==> config.mk <==
export PLATFORM = sky130hd
export DESIGN_NAME = pulse_meter
export DESIGN_NICKNAME = d
export VERILOG_FILES = /design/src/rtl/filt_pkg.sv /design/src/rtl/pulse_meter_obuf.sv /design/src/rtl/pulse_meter.sv
export SDC_FILE = /design/constraint.sdc
export NUM_CORES = 1
export LEC_CHECK = 0
export ABC_CLOCK_PERIOD_IN_PS = 2000
export CAP_MARGIN = 0
export CORE_MARGIN = 10
export CORE_UTILIZATION = 40
export DETAILED_ROUTE_END_ITERATION = 7
export GPL_ROUTABILITY_DRIVEN = 0
export PLACE_DENSITY_LB_ADDON = 0.25
export SYNTH_ARGS = -nofsm -noshare
export SYNTH_HDL_FRONTEND = slang
export SYNTH_SLANG_ARGS = --single-unit
==> constraint.sdc <==
create_clock -name clk -period 2 [get_ports clk]
set_input_delay 0.3 -clock clk [delete_from_list [all_inputs] [get_ports clk]]
set_output_delay 0.3 -clock clk [all_outputs]
set_load 0.02 [all_outputs]
==> src/rtl/filt_pkg.sv <==
// Shared definitions for the debounce filter and its neighbours.
// Holds the pulse_meter state encoding, default counter width and record field widths.
package filt_pkg;
    typedef enum logic [1:0] {
        PM_IDLE = 2'd0,
        PM_SKIP = 2'd1,
        PM_RUN  = 2'd2
    } pm_state_e;

    localparam int PM_CW_DEF = 16;
    localparam int PM_LVL_W  = 1;
    localparam int PM_SAT_W  = 1;

    // Record layout is {level, len, sat}.
    function automatic int pm_rec_w(input int cw);
        return cw + PM_LVL_W + PM_SAT_W;
    endfunction
endpackage

==> src/rtl/pulse_meter_obuf.sv <==
// Single-entry valid/ready output register; a record arriving while full and
// not being accepted is dropped and flagged in a sticky overflow bit.
module pulse_meter_obuf #(
    parameter int W = 18
) (
    input  logic         clk,
    input  logic         rst_n,
    input  logic         i_vld,
    input  logic [W-1:0] i_data,
    input  logic         o_ready,
    input  logic         clr_ovf,
    output logic         o_valid,
    output logic [W-1:0] o_data,
    output logic         o_ovf
);
    logic         r_valid;
    logic [W-1:0] r_data;
    logic         r_ovf;
    logic         w_free;
    logic         w_drop;

    assign w_free = !r_valid || o_ready;
    assign w_drop = i_vld && !w_free;

    always_ff @(posedge clk) begin
        if (!rst_n) begin
            r_valid <= 1'b0;
            r_data  <= '0;
            r_ovf   <= 1'b0;
        end else begin
            if (i_vld && w_free) begin
                r_valid <= 1'b1;
                r_data  <= i_data;
            end else if (o_ready) begin
                r_valid <= 1'b0;
            end
            // a drop in the same cycle as a clear keeps the flag set
            r_ovf <= w_drop | (r_ovf & ~clr_ovf);
        end
    end

    assign o_valid = r_valid;
    assign o_data  = r_data;
    assign o_ovf   = r_ovf;
endmodule

==> src/rtl/pulse_meter.sv <==
// Measures each completed high/low period of the filtered level in en ticks and
// hands it off as a {level, len, sat} record through a single-entry output register.
module pulse_meter
    import filt_pkg::*;
#(
    parameter int CW = PM_CW_DEF
) (
    input  logic          clk,
    input  logic          rst_n,
    input  logic          en,
    input  logic          i,
    output logic          o_valid,
    input  logic          o_ready,
    output logic          o_level,
    output logic [CW-1:0] o_len,
    output logic          o_sat,
    output logic          o_ovf,
    input  logic          clr_ovf
);
    localparam int            RW   = pm_rec_w(CW);
    localparam logic [CW-1:0] CMAX = {CW{1'b1}};

    pm_state_e     r_state;
    pm_state_e     w_state_nxt;
    logic          r_lvl;
    logic          r_sat;
    logic [CW-1:0] r_cnt;
    logic [CW-1:0] w_cnt_nxt;
    logic          w_edge;
    logic          w_rec_vld;
    logic [RW-1:0] w_rec;
    logic [RW-1:0] w_obuf_data;

    assign w_edge = (r_state != PM_IDLE) && (i != r_lvl);

    always_ff @(posedge clk) begin
        if (!rst_n) r_state <= PM_IDLE;
        else        r_state <= w_state_nxt;
    end

    always_comb begin
        w_state_nxt = r_state;
        w_rec_vld   = 1'b0;
        case (r_state)
            PM_IDLE: w_state_nxt = PM_SKIP;
            PM_SKIP: if (w_edge) w_state_nxt = PM_RUN;
            PM_RUN:  w_rec_vld = w_edge;
            default: w_state_nxt = PM_IDLE;
        endcase
    end

    // The edge cycle's own tick belongs to the period that starts there.
    always_comb begin
        w_cnt_nxt = r_cnt;
        if (w_edge)
            w_cnt_nxt = {{(CW-1){1'b0}}, en};
        else if (en && (r_cnt != CMAX))
            w_cnt_nxt = r_cnt + {{(CW-1){1'b0}}, 1'b1};
    end

    always_ff @(posedge clk) begin
        if (!rst_n) begin
            r_lvl <= 1'b0;
            r_cnt <= '0;
            r_sat <= 1'b0;
        end else if (r_state == PM_IDLE) begin
            r_lvl <= i;
            r_cnt <= '0;
            r_sat <= 1'b0;
        end else begin
            r_lvl <= i;
            r_cnt <= w_cnt_nxt;
            r_sat <= (w_cnt_nxt == CMAX) | (r_sat & ~w_edge);
        end
    end

    assign w_rec = {r_lvl, r_cnt, r_sat};

    pulse_meter_obuf #(.W(RW)) u_obuf (
        .clk     (clk),
        .rst_n   (rst_n),
        .i_vld   (w_rec_vld),
        .i_data  (w_rec),
        .o_ready (o_ready),
        .clr_ovf (clr_ovf),
        .o_valid (o_valid),
        .o_data  (w_obuf_data),
        .o_ovf   (o_ovf)
    );

    assign {o_level, o_len, o_sat} = w_obuf_data;
endmodule
After elaboration in Yosys (flattened, before gate mapping)
Cells that the tools add are included.
Widths: inputs -> output; s select.
- bits in registers: 40
- bits of input ports: 6
- word-level logic and storage cells: 41
- bitwise gates (word level): 8
- mux-type cells: 7
- $add $sub $neg: 1
- reductions and logical operators: 12
- eq/ne operators: 6
- operator list (operator ; number):
    $mux 16 ; 2
    $add 16x1->16 const B ; 1
    $eq 16x16->1 const B ; 1
    $ne 16x16->1 const B ; 1
    $pmux 2 s3 ; 1
    $logic_and 1x1->1 ; 4
    $not 1->1 ; 4
    $reduce_bool 2->1 ; 2
    $mux 1 ; 3
    $and 1x1->1 ; 2
    $eq 2x1->1 const B ; 1
    $eq 2x2->1 const B ; 1
    $logic_not 1->1 ; 2
    $logic_not 2->1 ; 1
    $mux 2 ; 1
    $ne 2x2->1 const B ; 1
    $or 1x1->1 ; 2
    $reduce_and 2->1 ; 1
    $reduce_or 2->1 ; 1
    $logic_or 1x1->1 ; 1
    $ne 1x1->1 ; 1

Logic depth before layout (Yosys ltp)
Gate-level depths: netlist (run 1).
- depth in word-level cells: 6
- mapped depth: 8

Cells and area by module
A second synthesis (run 1) with hierarchy kept.
- cells, all modules: 215
- area, all modules: 1918.1 um^2
- by module, submodules not included (module ; cells an instance ; area an instance (um^2) ; times used):
    pulse_meter ; 129 ; 1091.0 ; 1
    pulse_meter_obuf ; 86 ; 827.0 ; 1

Worst setup path before layout (run 1)
OpenSTA, ideal clock, no wires.
- kind: register to register
- from: reg r_cnt[0]
- to: reg r_sat
- period minus slack after synthesis: 1.847 ns
- cell stages (with the launch flop): 8
- slack: 0.153 ns
- arrival: 1.787 ns
- library setup time: 0.060 ns
- path through: dfxtp_1 ha_1 nand3_1 nor4_4 or4_1 a222oi_1 nand4_1 nand2_1
- cells in the longest elaborated chain, start to end: 6
- elaborated cells between the ends (all ways): 7
- classes of those cells: 1 x add/sub; 2 x eq/ne; 2 x mux; 1 x bitwise; 1 x reduce/logical
- ends and longest elaborated chain (element ; line ; text):
    start: declaration ; pulse_meter.sv:27 ; logic [CW-1:0] r_cnt;
    start signal: assignment ; pulse_meter.sv:72 ; r_cnt <= w_cnt_nxt;
    parallel branches: the longest is 2 deep, another holds $add 16x1->16 ; - ;
    $mux 16 (*) ; pulse_meter.sv:57 ; else if (en && (r_cnt != CMAX))
    $mux 16 (*) ; pulse_meter.sv:55 ; if (w_edge)
    $eq 16x16->1 (*) ; pulse_meter.sv:73 ; r_sat <= (w_cnt_nxt == CMAX) | (r_sat & ~w_edge);
    $or 1x1->1 (*) ; pulse_meter.sv:73 ;
    end signal: assignment ; pulse_meter.sv:73 ;
    end: declaration ; pulse_meter.sv:26 ; logic r_sat;
Mark *: on every way between the ends.
A chain may end at the register's enable or synchronous reset.

Worst setup path in the final report (run 1)
Ends and elaborated chain as after synthesis.

==> results of run 1 <==
-- power by group --
group	total [uW]	internal [uW]	switching, uW	leakage [uW]
clock	701	408	293	0.0000614
sequential	811	804	7.00	0.000323
combinational	98.9	48.7	50.2	0.000591
-- state kept, by name (all words and copies together) (netlist names) --
register	cells
r_lvl	1
u_obuf.o_data	18
u_obuf.o_valid	1
r_state	2
r_cnt	16
r_sat	1
u_obuf.o_ovf	1
-- cells in the final DEF, fill, tap and decap left out, types with 7 or more instances in the layout --
cell type        synthesis  final
clkdlybuf4s50_1          0     25
nand3_1                  9      8
buf_4                    1     45
nand4_1                  8      8
a21boi_0                13     13
dfxtp_1                 40     40
and2_1                   7      7
nand2_1                 46     46
nor2_1                  15     15
-- path summary, 6_finish.rpt --
check / end / slack (ns) / depth (start not counted)
setup / recovery: r_sat$_SDFF_PP0_ / 0.10 / 8
setup reg to reg: r_sat$_SDFF_PP0_ / 0.10 / 8
hold reg to reg: u_obuf.o_data[17]$_SDFFE_PN0P_ / 0.46 / 2
hold / removal: u_obuf.o_data[17]$_SDFFE_PN0P_ / 0.46 / 2
-- worst register-to-register path, delay by kind of cell, from the launching register on --
| kind | cells | cell delay, ns |
|---|---|---|
| DFF | 1 | 0.34 |
| adders and majority gates | 1 | 0.22 |
| buffers and inverters | 1 | 0.15 |
| and+or+nand+nor | 4 | 0.70 |
| AOI/OAI and AO/OA | 2 | 0.39 |
-- area by class of cell --
type                    count  area [sq um]  share of cell area, %
clock buffers               6          82.6                   3.10
flip-flops and latches     40           801                   30.0
clock inverters             2          38.8                   1.45
repair buffers             70           588                   22.1
inverters                   6          22.5                  0.845
well taps                  54          67.6                   2.53
multi-input cells         170          1070                   40.0
-- synth_stat cells (all sizes together) (5+ instances only) --
library cell	n
a21boi	19
a21oi	5
and2	7
buf	7
clkbuf	7
dfxtp	40
inv	6
nand2	46
nand3	10
nand4	10
nor2	15
o21ai	7
-- metrics by stage --
step	hold slack, ns	instances
final	0.457	348
after global routing	0.486	348
after CTS	0.464	343
after detailed placement	0.450	335
after global placement	0.444	335
after floorplan	0.415	230
-- cells by family after synthesis --
group | after synthesis | synth area share (%)
XOR/XNOR | 5 | 2.28
AO/OA/AOI/OAI | 47 | 17.6
flip-flops | 40 | 41.6
AND/OR/NAND/NOR | 114 | 31.5
adder cells (fa/ha/maj) | 1 | 0.651
multiplexers | 3 | 1.56
buffers and inverters | 20 | 4.75
-- metal layers --
layer  vias up  global-route usage, %  wire length [microns]
li1        939                      -                      -
met1       865                   15.5                   2170
met2        67                   21.7                   2390
met3        17                   3.83                    378
met4         0                   6.36                    171
met5         -                      0                      0
-- timing repair --
item / 4_1_cts / 5_1_grt
gates resized for setup: 0 / 11
setup buffers: 0 / 5
setup endpoints to repair: 0 / 5
==> impl_metrics.csv, run 1 <==
group,metric,value,unit
pwr,finalPower,1610,uW
synthesis,yosys-top-cells-area,"dfxtp_1 (42%), nand2_1 (9.0%), a21boi_0 (5.1%)",
synthesis,synth_top_area_share,41.6,%
global_route,grt_use_total,13.3,%
pwr,leakage,0.000975,uW
sta,max_freq,527,MHz
synthesis,yosys_warnings,0,
clock_network,insertion_delay,0.30,ns
worst_setup_path,cp_data_arrival_time,2.10,ns
routing,vias_per_cell,5.43,
sta,drv_slew,0,
routing,initialDrtViolationCount,145,
synthesis,ys_seq_area_share,41.6,%
sta,setup_viol,0,
sta,min_period_over_period,94.9,%
worst_setup_path,crit_path_end_kind,"flip-flop",
clock_network,root_buffer,"clkbuf_8",
place,portBuffers,25,
global_route,grt_max_degree,24,
global_route,grt_pass1_wl,8370,microns
global_route,antenna_found_initial,0,
worst_setup_path,path_cells,"ha_2, nand3_4, buf_4, or4_4, a311oi_1, a211oi_1, nand4_1, nand2_1",
run,max_cap_violations,0,
floorplanning,die_x,89.3,microns
synthesis,netlist_area,1920,sq um
floorplanning,rows,25,
synthesis,async_flop_share,0,%
worst_setup_path,critical_path_class,"reg2reg",
pwr,ir_drop,0.000477,V
worst_setup_path,critical_path.top_delay_family,"simple AND/OR/NAND/NOR gates",
finish,final_nets,300,
sta,hold_violations,0,
floorplanning,core-area,4690,sq um
outcome,status,"finished, final reports clean",
clock_network,cts_num_sinks,40,
worst_setup_path,cpMaxStageDelayCell,"or4_4",
global_route,overflow,0,
floorplanning,pin_count,26,
finish,antennaDiodeCount,0,
sta,finalClockSkew,0.00942,ns
synthesis,synthFlopType,"dfxtp_1",
synthesis,synth_cell_types,49,
worst_setup_path,cpPeakStageDelay,0.45,ns
routing,routed_wirelength,5110,microns
finish,nFillCells,435,
synthesis,synth_area_leader_cell,"dfxtp_1",
place,placed_area,2470,sq um
sta,layout_setup_ws,0.102,ns
synthesis,synth_seq_cells,40,
worst_setup_path,critPathBufInv,1,
sta,fin_crit,1.90,ns
finish,layout-drive-gt1-share,22.4,%
synthesis,syn-mean-instance-area,8.36,sq um
worst_setup_path,crit_fanout,4,
worst_setup_path,startpoint,"r_cnt[0]$_SDFF_PP0_",
worst_setup_path,timing.rr.start,"r_cnt[0]$_SDFF_PP0_",
clock_network,path_clk_slew,0.09,ns
clock_network,clk_path_buf_depth,2,
routing,wl_per_cell,14.7,microns
min_path,hp-class,"reg2reg",
sta,fin_tns_setup,0,ns
global_route,first_global_vias,1809,
floorplanning,fp.dieH,89.3,microns
clock_network,htree_levels,2,
routing,num_vias,1888,
routing,ant_nets,0,
sta,rsz0062_at_grt,"false",
worst_setup_path,startpoint_type,"flip-flop",
routing,drc,0,
routing,drt_pre_antenna_iters,4,
place,place_hpwl,3770,microns
place,place_worst_setup_slack,-0.126,ns
synthesis,synth_edf_count,0,
sta,slew_headroom,68.4,%
min_path,min-delay-start,"u_obuf.o_data[17]$_SDFFE_PN0P_",
floorplanning,die_area,7980,sq um
floorplanning,initial_core_util,41.0,%
sta,tightest_slew,0.468,ns
finish,area_growth,38.6,%
clock_network,cts_hold_buf,0,
synthesis,syn-num-nets,237,
finish,design_area,2670,sq um
synthesis,synthCells,230,
pwr,powerDensity,604,nW/um^2
clock_network,cts_tree,"yes",
finish,final_util,56.8,%
worst_setup_path,cp.required,2.20,ns
clock_network,cts_inserted_buffers,5,
Power figures use the tool's default switching activity.
==> run 2: changes to the inputs <==
Settings changed: TNS_END_PERCENT set to 5.
==> results of run 2 <==
Final layout, timing and power as in run 1 (identical DEF).
==> run 3: changes to the inputs <==
Settings changed: ABC_AREA set to 1, CELL_PAD_IN_SITES_DETAIL_PLACEMENT set to 0, CELL_PAD_IN_SITES_GLOBAL_PLACEMENT set to 1, CORE_UTILIZATION 40 to 35.
==> run 3 against run 2 <==
Power grew 12%; area after synthesis increased by 2.3%; hold slack improved by 0.032 ns; critical endpoint unchanged; setup slack better by 0.063 ns; routed wire length is 8.6% higher; sequential power up 4.3%; final cell count is 17% higher; critical path depth rose by 6.
==> impl_metrics.csv, run 3 <==
group,metric,value,unit
routing,vias_per_cell,4.86,
sta,rsz0062_at_grt,"false",
worst_setup_path,cp.required,2.23,ns
finish,register_area,806,sq um
synthesis,yosys-top-cells-area,"dfxtp_1 (41%), nand2_1 (14%), nor2_1 (8.4%)",
sta,layout_setup_ws,0.165,ns
routing,drt_pre_antenna_iters,5,
global_route,grt_use_total,12.7,%
sta,tightest_slew,0.365,ns
floorplanning,rows,27,
sta,setup_viol,0,
finish,final_cells,407,
finish,area_growth,32.0,%
synthesis,syn-num-nets,299,
sta,max_freq,545,MHz
sta,min_period_over_period,91.8,%
floorplanning,fp.dieH,95.0,microns
sta,hold_violations,0,
routing,wl_per_cell,13.6,microns
floorplanning,die_x,95.0,microns
synthesis,synth_edf_count,0,
floorplanning,die_area,9020,sq um
clock_network,root_buffer,"clkbuf_8",
finish,antennaDiodeCount,0,
sta,drv_slew,0,
place,place_worst_setup_slack,-0.0244,ns
synthesis,synthCells,292,
place,dp.cells,399,
pwr,powerDensity,695,nW/um^2
global_route,antenna_found_initial,0,
clock_network,insertion_delay,0.29,ns
clock_network,cts_inserted_buffers,5,
routing,drc,0,
floorplanning,initial_core_util,36.0,%
worst_setup_path,critical_path_class,"reg2reg",
place,place_hpwl,4260,microns
clock_network,clk_path_buf_depth,2,
clock_network,path_clk_slew,0.08,ns
synthesis,yosysMostFrequentCell,"nand2_1",
global_route,grt_max_degree,20,
routing,num_vias,1976,
finish,final_common_cell,"nand2_1",
synthesis,netlist_area,1970,sq um
routing,ant_nets,0,
routing,routed_wirelength,5550,microns
synthesis,async_flop_share,0,%
pwr,clockPowerShare,40.2,%
clock_network,cts_num_sinks,40,
synthesis,synth_seq_cells,40,
sta,fin_crit,1.84,ns
min_path,hp-class,"reg2reg",
pwr,comb_power_share,13.0,%
global_route,overflow,0,
clock_network,htree_levels,2,
sta,finalClockSkew,0.00325,ns
finish,final_nets,341,
synthesis,syn-mean-instance-area,6.74,sq um
worst_setup_path,cp_data_arrival_time,2.07,ns
finish,largest_reg_flops,18,
finish,final_cell_mix,"nand2_1 (70), nor2_1 (41), dfxtp_1 (36)",
pwr,seqPwrFrac,46.9,%
synthesis,yosys_warnings,0,
worst_setup_path,crit_path_end_kind,"flip-flop",
synthesis,synth_common_cells,"nand2_1 (72), nor2_1 (44), dfxtp_1 (40)",
clock_network,cts_tree,"yes",
floorplanning,pin_count,26,
pwr,ir_drop,0.000361,V
synthesis,synth_area_leader_cell,"dfxtp_1",
synthesis,ys_seq_area_share,40.7,%
floorplanning,core-area,5470,sq um
pwr,internal-power,1360,uW
global_route,grt_pass1_wl,9130,microns
sta,slew_headroom,75.5,%
synthesis,synth_top_area_share,40.7,%
synthesis,synthFlopType,"dfxtp_1",
finish,layout-drive-gt1-share,15.5,%
pwr,leakage,0.00103,uW
pwr,swShare,24.6,%
run,max_cap_violations,0,
pwr,switching_power,445,uW
clock_network,postCtsSetupRepairBufs,0,
routing,initialDrtViolationCount,82,
finish,multiInputGateArea,1050,sq um
place,portBuffers,25,
finish,nFillCells,585,
global_route,first_global_vias,1864,
outcome,status,"finished, final reports clean",
worst_setup_path,startpoint_type,"flip-flop",
synthesis,synth_cell_types,25,
worst_setup_path,crit_fanout,14,
run 3: cell count changes after synthesis, moves of 7 or more:
cell,change
nor2_1,+29
nand2_1,+26
and2_1,-7
a21boi_0,-13
a21oi_1,+13
inv_1,+22
nand3_1,+13
o21ai_0,+14
run 3: metal layers:
layer  up-vias  track usage [%]  share of wire, %
met1       903             15.8                47
met4         0             3.99               1.4
met5         -                0                 0
met2        40             21.2                47
li1       1025                -                 -
met3         8             3.17               4.7
run 3: final cells by class:
cell class	count	share of cell area (%)
clock buffers	7	3.71
clock inverters	1	1.16
inverters	29	4.19
multi-input cells	214	40.4
flip-flops and latches	40	31.0
well taps	72	3.47
repair buffers	44	16.1
run 3: power by group through the flow:
stage | sequential, uW | clock [uW] | combinational [uW]
after global placement | 862 | 0 | 235
final | 846 | 725 | 234
after global routing | 851 | 767 | 262
after detailed placement | 862 | 0 | 232
after CTS | 844 | 736 | 234
after floorplan | 869 | 0 | 126
run 3: worst max-delay path: stages, from the launching register on:
cell     delay (ns)
dfxtp_2        0.36
ha_4           0.15
inv_1          0.07
nor2_4         0.13
nand2_2        0.08
nor2_4         0.14
nor2_2         0.06
buf_12         0.14
nand2_1        0.06
o21ai_0        0.10
nor2_1         0.11
nand2_1        0.07
nor2_2         0.12
nand2_1        0.07
a21oi_2        0.10
run 3: through the flow:
step / TNS [ns] / cell area (sq um) / util [%] / total power (uW) / hold WS [ns]
after global routing: 0 / 2600 / 47.5 / 1880 / 0.530
after global placement: -0.0237 / 2430 / 44.4 / 1100 / 0.464
after detailed placement: -0.0244 / 2430 / 44.4 / 1090 / 0.486
final: 0 / 2600 / 47.5 / 1800 / 0.490
after floorplan: 0 / 1970 / - / 995 / 0.393
after CTS: 0 / 2560 / 46.8 / 1810 / 0.491
run 3: kinds of logic after synthesis:
group                    Yosys count  synth area share [%]
AO/OA/AOI/OAI                     43                  11.4
XOR/XNOR                           5                  2.22
adder cells (fa/ha/maj)            1                 0.636
buffers and inverters             38                  7.82
flip-flops                        40                  40.7
AND/OR/NAND/NOR                  165                  37.2
run 3: repair_timing:
action,4_1_cts,5_1_grt
endpoints found under the setup margin,1,1
hold buffers,0,0
resized for setup,1,13
pin swaps,0,2
run 3: path summary, 6_finish.rpt:
kind                           start                 endpoint  slack, ns  cells after the start
max              r_cnt[1]$_SDFF_PP0_         r_sat$_SDFF_PP0_       0.16                     14
min reg2reg  r_state[0]$_SDFFE_PN0P_  r_state[1]$_SDFFE_PN0P_       0.49                      1
min          r_state[0]$_SDFFE_PN0P_  r_state[1]$_SDFFE_PN0P_       0.49                      1
max reg2reg      r_cnt[1]$_SDFF_PP0_         r_sat$_SDFF_PP0_       0.16                     14
